`src/rtl/mac_seq_ctrl.sv`:
```
`timescale 1ns/1ps
// mac_seq_ctrl: control FSM that sequences a shift-add multiply-accumulate
// datapath over a programmable number of operand pairs.
module mac_seq_ctrl #(
    parameter int WIDTH = 8,
    parameter int CNT_W = 4
) (
    input  logic             clk,
    input  logic             clr,
    input  logic             start,
    input  logic [CNT_W-1:0] num_pairs,
    input  logic             in_valid,
    output logic             in_ready,
    input  logic             mult_lsb,
    output logic             ld_operands,
    output logic             shift_en,
    output logic             add_en,
    output logic             acc_clr,
    output logic             acc_en,
    output logic             busy,
    output logic             done
);

    localparam int               BIT_W    = (WIDTH > 1) ? $clog2(WIDTH) : 1;
    localparam logic [BIT_W-1:0] BIT_LAST = BIT_W'(WIDTH - 1);
    localparam logic [CNT_W-1:0] CNT_ONE  = CNT_W'(1);

    typedef enum logic [2:0] {
        S_IDLE    = 3'd0,
        S_INIT    = 3'd1,
        S_WAIT_IN = 3'd2,
        S_MULT    = 3'd3,
        S_ACCUM   = 3'd4,
        S_DONE    = 3'd5
    } state_t;

    state_t           r_state;
    state_t           w_next;
    logic [CNT_W-1:0] r_n_reg;
    logic [CNT_W-1:0] r_pair_cnt;
    logic [BIT_W-1:0] r_bit_cnt;
    logic             w_last_bit;
    logic             w_last_pair;

    assign w_last_bit  = (r_bit_cnt == BIT_LAST);
    // Only evaluated in ACCUM, where n_reg is known to be at least 1.
    assign w_last_pair = (r_pair_cnt == (r_n_reg - CNT_ONE));

    // NOTE: flops use non-blocking assignment so every register samples
    // pre-edge values regardless of block ordering.
    always_ff @(posedge clk or posedge clr) begin
        if (clr) begin
            r_state <= S_IDLE;
        end else begin
            r_state <= w_next;
        end
    end

    always_ff @(posedge clk or posedge clr) begin
        if (clr) begin
            r_n_reg    <= '0;
            r_pair_cnt <= '0;
            r_bit_cnt  <= '0;
        end else begin
            case (r_state)
                S_IDLE: begin
                    if (start) begin
                        r_n_reg <= num_pairs;
                    end
                end
                S_INIT: begin
                    r_pair_cnt <= '0;
                end
                S_WAIT_IN: begin
                    if (in_valid) begin
                        r_bit_cnt <= '0;
                    end
                end
                S_MULT: begin
                    r_bit_cnt <= r_bit_cnt + 1'b1;
                end
                S_ACCUM: begin
                    r_pair_cnt <= r_pair_cnt + CNT_ONE;
                end
                default: begin
                end
            endcase
        end
    end

    // NOTE: every output and the next state get a default before the case,
    // so no path through this block can infer a latch.
    always_comb begin
        w_next      = r_state;
        in_ready    = 1'b0;
        ld_operands = 1'b0;
        shift_en    = 1'b0;
        add_en      = 1'b0;
        acc_clr     = 1'b0;
        acc_en      = 1'b0;
        busy        = 1'b0;
        done        = 1'b0;
        case (r_state)
            S_IDLE: begin
                if (start) begin
                    w_next = S_INIT;
                end
            end
            S_INIT: begin
                acc_clr = 1'b1;
                busy    = 1'b1;
                w_next  = (r_n_reg == '0) ? S_DONE : S_WAIT_IN;
            end
            S_WAIT_IN: begin
                in_ready    = 1'b1;
                busy        = 1'b1;
                ld_operands = in_valid;
                if (in_valid) begin
                    w_next = S_MULT;
                end
            end
            S_MULT: begin
                shift_en = 1'b1;
                add_en   = mult_lsb;
                busy     = 1'b1;
                if (w_last_bit) begin
                    w_next = S_ACCUM;
                end
            end
            S_ACCUM: begin
                acc_en = 1'b1;
                busy   = 1'b1;
                w_next = w_last_pair ? S_DONE : S_WAIT_IN;
            end
            S_DONE: begin
                done   = 1'b1;
                busy   = 1'b1;
                w_next = S_IDLE;
            end
            default: begin
                w_next = S_IDLE;
            end
        endcase
    end

endmodule

```
`config.mk`:
```
export PLATFORM = sky130hd
export DESIGN_NAME = mac_seq_ctrl
export DESIGN_NICKNAME = d
export VERILOG_FILES = /design/src/rtl/mac_seq_ctrl.sv
export SDC_FILE = /design/constraint.sdc
export NUM_CORES = 1
export LEC_CHECK = 0
export CAP_MARGIN = 5
export CORE_ASPECT_RATIO = 1.2
export CORE_MARGIN = 10
export CORE_UTILIZATION = 40
export CTS_CLUSTER_SIZE = 16
export DETAILED_ROUTE_END_ITERATION = 7
export PLACE_DENSITY = 0.67
export RECOVER_POWER = 50
export SLEW_MARGIN = 30
export SYNTH_ARGS = -nofsm -noshare
export SYNTH_HDL_FRONTEND = slang
export SYNTH_SLANG_ARGS = --single-unit
```
`constraint.sdc`:
```
create_clock -name clk -period 1.42 [get_ports clk]
set_input_delay 0.284 -clock clk [delete_from_list [all_inputs] [get_ports clk]]
set_output_delay 0.284 -clock clk [all_outputs]
set_load 0.03 [all_outputs]
```
-- Yosys cells after proc, flatten, opt, wreduce, memory -nomap -nowiden
Index checks and enable logic that the tools add are counted.
- register bits after elaboration: 14
- latch bits: 0
- RAM bits: 0
- memory bits (read-only): 0
- input port bits: 9
- output and inout port bits: 8
- logic and storage cells: 42
- memories kept: 0
- $add $sub $neg: 3
- $mul: 0
- div/mod/pow operators: 0
- magnitude comparators: 0
- equal/unequal tests: 10
- shifts and indexed selects: 0
- muxes and demuxes: 17
- bitwise logic cells: 0
- reductions and logical operators: 8
- operator list (cell ; number):
    3-bit 2-to-1 mux ; 6
    3-bit one-hot mux with 5 select lines ; 1
    3-bit equality test, second input constant ; 3
    1-bit 2-to-1 mux ; 8
    4-bit one-hot mux with 2 select lines ; 1
    3-bit by 2-bit equality test with 1-bit output, second input constant ; 2
    2-bit != test, second input constant ; 3
    3-bit one-hot mux with 2 select lines ; 1
    5-bit OR reduction ; 1
    4-bit by 1-bit adder with 4-bit output, second input constant ; 1
    4-bit equality test ; 1
    4-bit zero test ; 1
    2-bit AND reduction ; 2
    2-bit nonzero test ; 2
    4-bit by 1-bit subtractor with 4-bit output, second input constant ; 1
    3-bit by 1-bit adder with 3-bit output, second input constant ; 1
    3-bit by 1-bit equality test with 1-bit output, second input constant ; 1
    3-bit zero test ; 1
    3-bit AND reduction ; 1

-- Longest topological paths before layout
- word-level depth: 4
- gate-level depth with buffers: 6
- mapped depth without buffers: 6

-- Least setup slack after synthesis
Ideal clock, no wire load.
- path type: reg2out
- start point: register r_state[1]
- end point: output ld_operands
- arrival time: 1.469 ns
- required time: 1.136 ns
- slack: -0.333 ns
- stages on the path, launching flop included: 6
- buffers on the path: 1
- cells stage by stage: dfrtp_1 > buf_2 > or3b_1 > inv_1 > nand2_1 > inv_1
- longest elaborated chain between the ends: 2
- ends and longest elaborated chain (element ; RTL line ; source):
    start: declaration ; 37 ; state_t r_state;
    start signal: assignment ; 55 ; r_state <= w_next;
    3-bit by 2-bit equality test with 1-bit output ; 103 ; case (r_state)
    1-bit 2-to-1 mux ; 103 ;
    end: declaration ; 15 ; output logic ld_operands,
Every way passes these cells.

-- Final worst setup path
- start point: register r_state[2]
- end point: output add_en
- longest elaborated chain between the ends: 2
- ends and longest elaborated chain (element ; RTL line ; source):
    3-bit by 2-bit equality test with 1-bit output ; 103 ;
    1-bit 2-to-1 mux ; 103 ;
    end: declaration ; 17 ; output logic add_en,
Every way passes these cells.

==> out/results.tsv <==
stage	metric	value	unit
outcome	run status	finished with violations	
outcome	violations in the final reports	negative setup slack	
power_and_ir_drop	Power Density	2360	mW/mm²
critical_path	r2r startpoint	r_state[2]	
global_route	via count of the first global-routing pass	933	
route	iteration count of the initial detailed-routing pass	4	
power_and_ir_drop	leakage power of the design	0.000716	µW
power_and_ir_drop	Max IR drop VDD	1.33	mV
power_and_ir_drop	Switching Fraction	0.409	
finish	synthesis-to-finish area growth	66.8	%
yosys	YS warnings	0	
global_route	largest net degree at the start of global routing	15	
yosys	post-synthesis instance area	885	µm²
die	Placeable Area	0.00209	mm²
yosys	post-synthesis sequential area ratio	0.396	
timing	Max Clock Freq	0.575	GHz
power_and_ir_drop	internal power of the cells	2050	µW
clock_network	Inserted Clock Buffers	3	
placed_design	HPWL after detailed placement	1680	µm
die	Die Outline Area	0.00450	mm²
timing	Final Critical Period	1740	ps
finish	fraction of layout cells with a size suffix above 1	0.543	
placed_design	placed cell area	0.00123	mm²
finish	number of nets in the layout	155	
critical_path	required time worst endpoint	1140	ps
clock_network	total number of H-tree levels	1	
yosys	Post-synth EDFFs	0	
die	cell row count	18	
hold_path	worst min-delay path endpoint	r_pair_cnt[3]	
route	detailed-route via count	824	
timing	final count of negative-setup-slack endpoints	15	
yosys	most frequently used flop master after synthesis	sky130_fd_sc_hd__dfrtp_1	
route	mean routed wirelength per cell	15.0	µm
yosys	fraction of registers with async set/reset	1.00	
critical_path	critical path data arrival time	1460	ps
timing	transition time at the pin with the least slew margin	792	ps
route	routed wire length	2540	µm
die	Boundary Pins	17	
timing	Worst Slack Setup Final	-319	ps
timing	Setup Skew	0.827	ps
finish	post-route standard cell area excluding fillers	0.00148	mm²
critical_path	Critical Path Source Type	flop	
power_and_ir_drop	logic gate share of total power	0.706	
clock_network	clock slew at reported path FFs	90	ps
global_route	total gr overflow	0	
yosys	synthesized flop and latch total	14	
die	die height	71.5	µm
yosys	library cells used by synthesis	33	
placed_design	placed cell count	154	
die	floorplan die width	62.9	µm
power_and_ir_drop	Final Power	3480	µW
critical_path	r2r setup slk	-200	ps
timing	setup repair after global routing missed its margin	true	
finish	FILL cells	161	
global_route	total routing resource utilization after global routing	0.112	
timing	Fin Hold WS	508	ps
timing	fin crit share	1.22	
die	Starting Density	0.422	
route	Via-to-Cell Ratio	4.85	
clock_network	TritonCTS clock tree	yes	
clock_network	cell chosen for the clock root	sky130_fd_sc_hd__clkbuf_4	
finish	non-filler instance count after layout	170	
critical_path	path type of the worst setup path	reg -> out	
critical_path	element type at the critical path end	primary output	
finish	multi-input combinational cell area	564	µm²
hold_path	startpoint of the most critical hold path	r_pair_cnt[3]	
critical_path	length in cells of the worst reg-to-reg path	5	
clock_network	number of buffers on the longest clock path	2	
placed_design	Port Buffer Count	16	
timing	hold violation total from the final report	0	
global_route	global-route wire length before repair	4130	µm
hold_path	worst hold path cell count	1	
power_and_ir_drop	share of total power in sequential cells	0.207	
power_and_ir_drop	net switching power figure	1420	µW
hold_path	hold crit path type	reg -> reg	
clock_network	insertion delay of the later-clocked pin in the worst-skew pair	290	ps
route	initial drt markers	15	
clock_network	count of clock tree sinks	14	
timing	headroom to the max-slew limit	0.472	
global_route	initial antenna violation count	0	
timing	max-slew violations	0	
finish	antenna fix cells	0	
timing	total negative slack	-2870	ps
yosys	syn avg cell area	9.83	µm²
yosys	Net Count, Synth	104	
placed_design	global placer's final weighted congestion	0.787	
critical_path	largest fanout of any net on the critical path	5	
power_and_ir_drop	part of the total power dissipated in the clock network	0.088	
critical_path	reg2reg end	r_state[1]	
yosys	number of standard cells after synthesis	90	
job	number of max-cap violations	0	
route	DRC violations left	0	
finish	area taken by flip-flops and latches	352	µm²
route	residual antenna-violating net count after detailed routing	0	
==> repair_timing <==
| action | CTS | global route |
|---|---|---|
| pin swaps | 8 | 5 |
| endpoints found under the setup margin | 14 | 20 |
| hold buffers | 0 | 0 |
| resized for setup | 25 | 7 |
| cloned | 0 | 0 |
| setup buffers | 12 | 4 |
==> logic make-up after synthesis <==
logic type      after synthesis  share of synthesized area
compound gates               13                     0.0891
xor+xnor                      6                     0.0594
fa+ha+maj                     5                     0.0707
buf+inv                      12                     0.0693
flops                        14                      0.396
mux                           6                     0.0905
simple gates                 34                      0.225
==> cells in the final DEF, fill, tap and decap left out, types with 2 or more instances in the layout <==
master                             n
sky130_fd_sc_hd__buf_4            27
sky130_fd_sc_hd__buf_6            14
sky130_fd_sc_hd__dfrtp_1          13
sky130_fd_sc_hd__nand2_1           9
sky130_fd_sc_hd__clkdlybuf4s50_1   7
sky130_fd_sc_hd__a21oi_1           5
sky130_fd_sc_hd__xnor2_1           5
sky130_fd_sc_hd__inv_4             3
sky130_fd_sc_hd__o21ai_0           3
sky130_fd_sc_hd__clkbuf_4          3
sky130_fd_sc_hd__or3b_4            2
sky130_fd_sc_hd__nor3b_4           2
sky130_fd_sc_hd__mux2i_1           2
sky130_fd_sc_hd__nor2_1            2
sky130_fd_sc_hd__nand2_4           2
sky130_fd_sc_hd__nand3_2           2
sky130_fd_sc_hd__nand3_1           2
sky130_fd_sc_hd__inv_2             2
sky130_fd_sc_hd__and2_4            2
sky130_fd_sc_hd__inv_1             2
sky130_fd_sc_hd__mux2_2            2
sky130_fd_sc_hd__ha_2              2
sky130_fd_sc_hd__ha_4              2
==> through the flow <==
| step | worst slack, ps | utilization |
|---|---|---|
| 6_report | -319 | 0.704 |
| 5_1_grt | -383 | 0.704 |
| 4_1_cts | -300 | 0.686 |
| 3_5_place_dp | -97.7 | 0.587 |
| 3_3_place_gp | -71.2 | 0.587 |
| 2_1_floorplan | -71.5 | - |
==> worst max-delay path: stages, from the launching register on <==
cell and delay, ps:
sky130_fd_sc_hd__dfrtp_2 460, sky130_fd_sc_hd__buf_6 130, sky130_fd_sc_hd__nand3b_1 220, sky130_fd_sc_hd__inv_4 100
sky130_fd_sc_hd__and2_4 130, sky130_fd_sc_hd__buf_6 120
==> metal layers <==
| metal | wire (µm) | part of all wire | GRT usage | up-vias |
|---|---|---|---|---|
| met3 | 69 | 0.027 | 0.0233 | 7 |
| li1 | - | - | - | 410 |
| met2 | 1360 | 0.53 | 0.212 | 17 |
| met1 | 1050 | 0.41 | 0.111 | 390 |
| met4 | 68 | 0.027 | 0.0647 | 0 |
| met5 | 0 | 0 | 0 | - |
==> worst max path at each step <==
stage | startpoint | to | slack, ps
after global placement | r_n_reg[0] | r_state[0] | -70
after global routing | r_state[2] | add_en | -380
after CTS | r_state[2] | ld_operands | -300
after floorplan | r_state[2] | r_state[1] | -70
after detailed placement | start | r_n_reg[2] | -100
final | r_state[2] | add_en | -320
==> cell usage after synthesis, drive strengths merged, types with 2 or more instances <==
cell type | n | area (µm²)
mux2i | 2 | 20.0
nand3 | 4 | 20.0
nor2 | 3 | 11.3
mux2 | 3 | 33.8
dfrtp | 14 | 350
and2 | 2 | 12.5
xnor2 | 5 | 43.8
buf | 3 | 27.5
o21ai | 5 | 25.0
nand2 | 11 | 41.3
inv | 8 | 30.0
nor3 | 2 | 10.0
a21oi | 5 | 25.0
or3b | 2 | 20.0
nor3b | 2 | 20.0
ha | 5 | 62.6
==> area by class of cell <==
cell class,instances,share of cell area
Multi-Input combinational cell,64,0.383
Timing Repair Buffer,50,0.301
Sequential cell,14,0.238
Inverter,8,0.0280
Tap cell,30,0.0254
Clock buffer,4,0.0246
==> power groups by stage <==
| stage | sequential (µW) | combinational (µW) | clock (µW) |
|---|---|---|---|
| 2_1_floorplan | 649 | 1310 | 0 |
| 3_3_place_gp | 692 | 1860 | 0 |
| 3_5_place_dp | 704 | 1910 | 0 |
| 4_1_cts | 708 | 2310 | 312 |
| 5_1_grt | 742 | 2620 | 324 |
| 6_report | 719 | 2450 | 304 |
No activity file was read; power rests on OpenSTA's default activity.
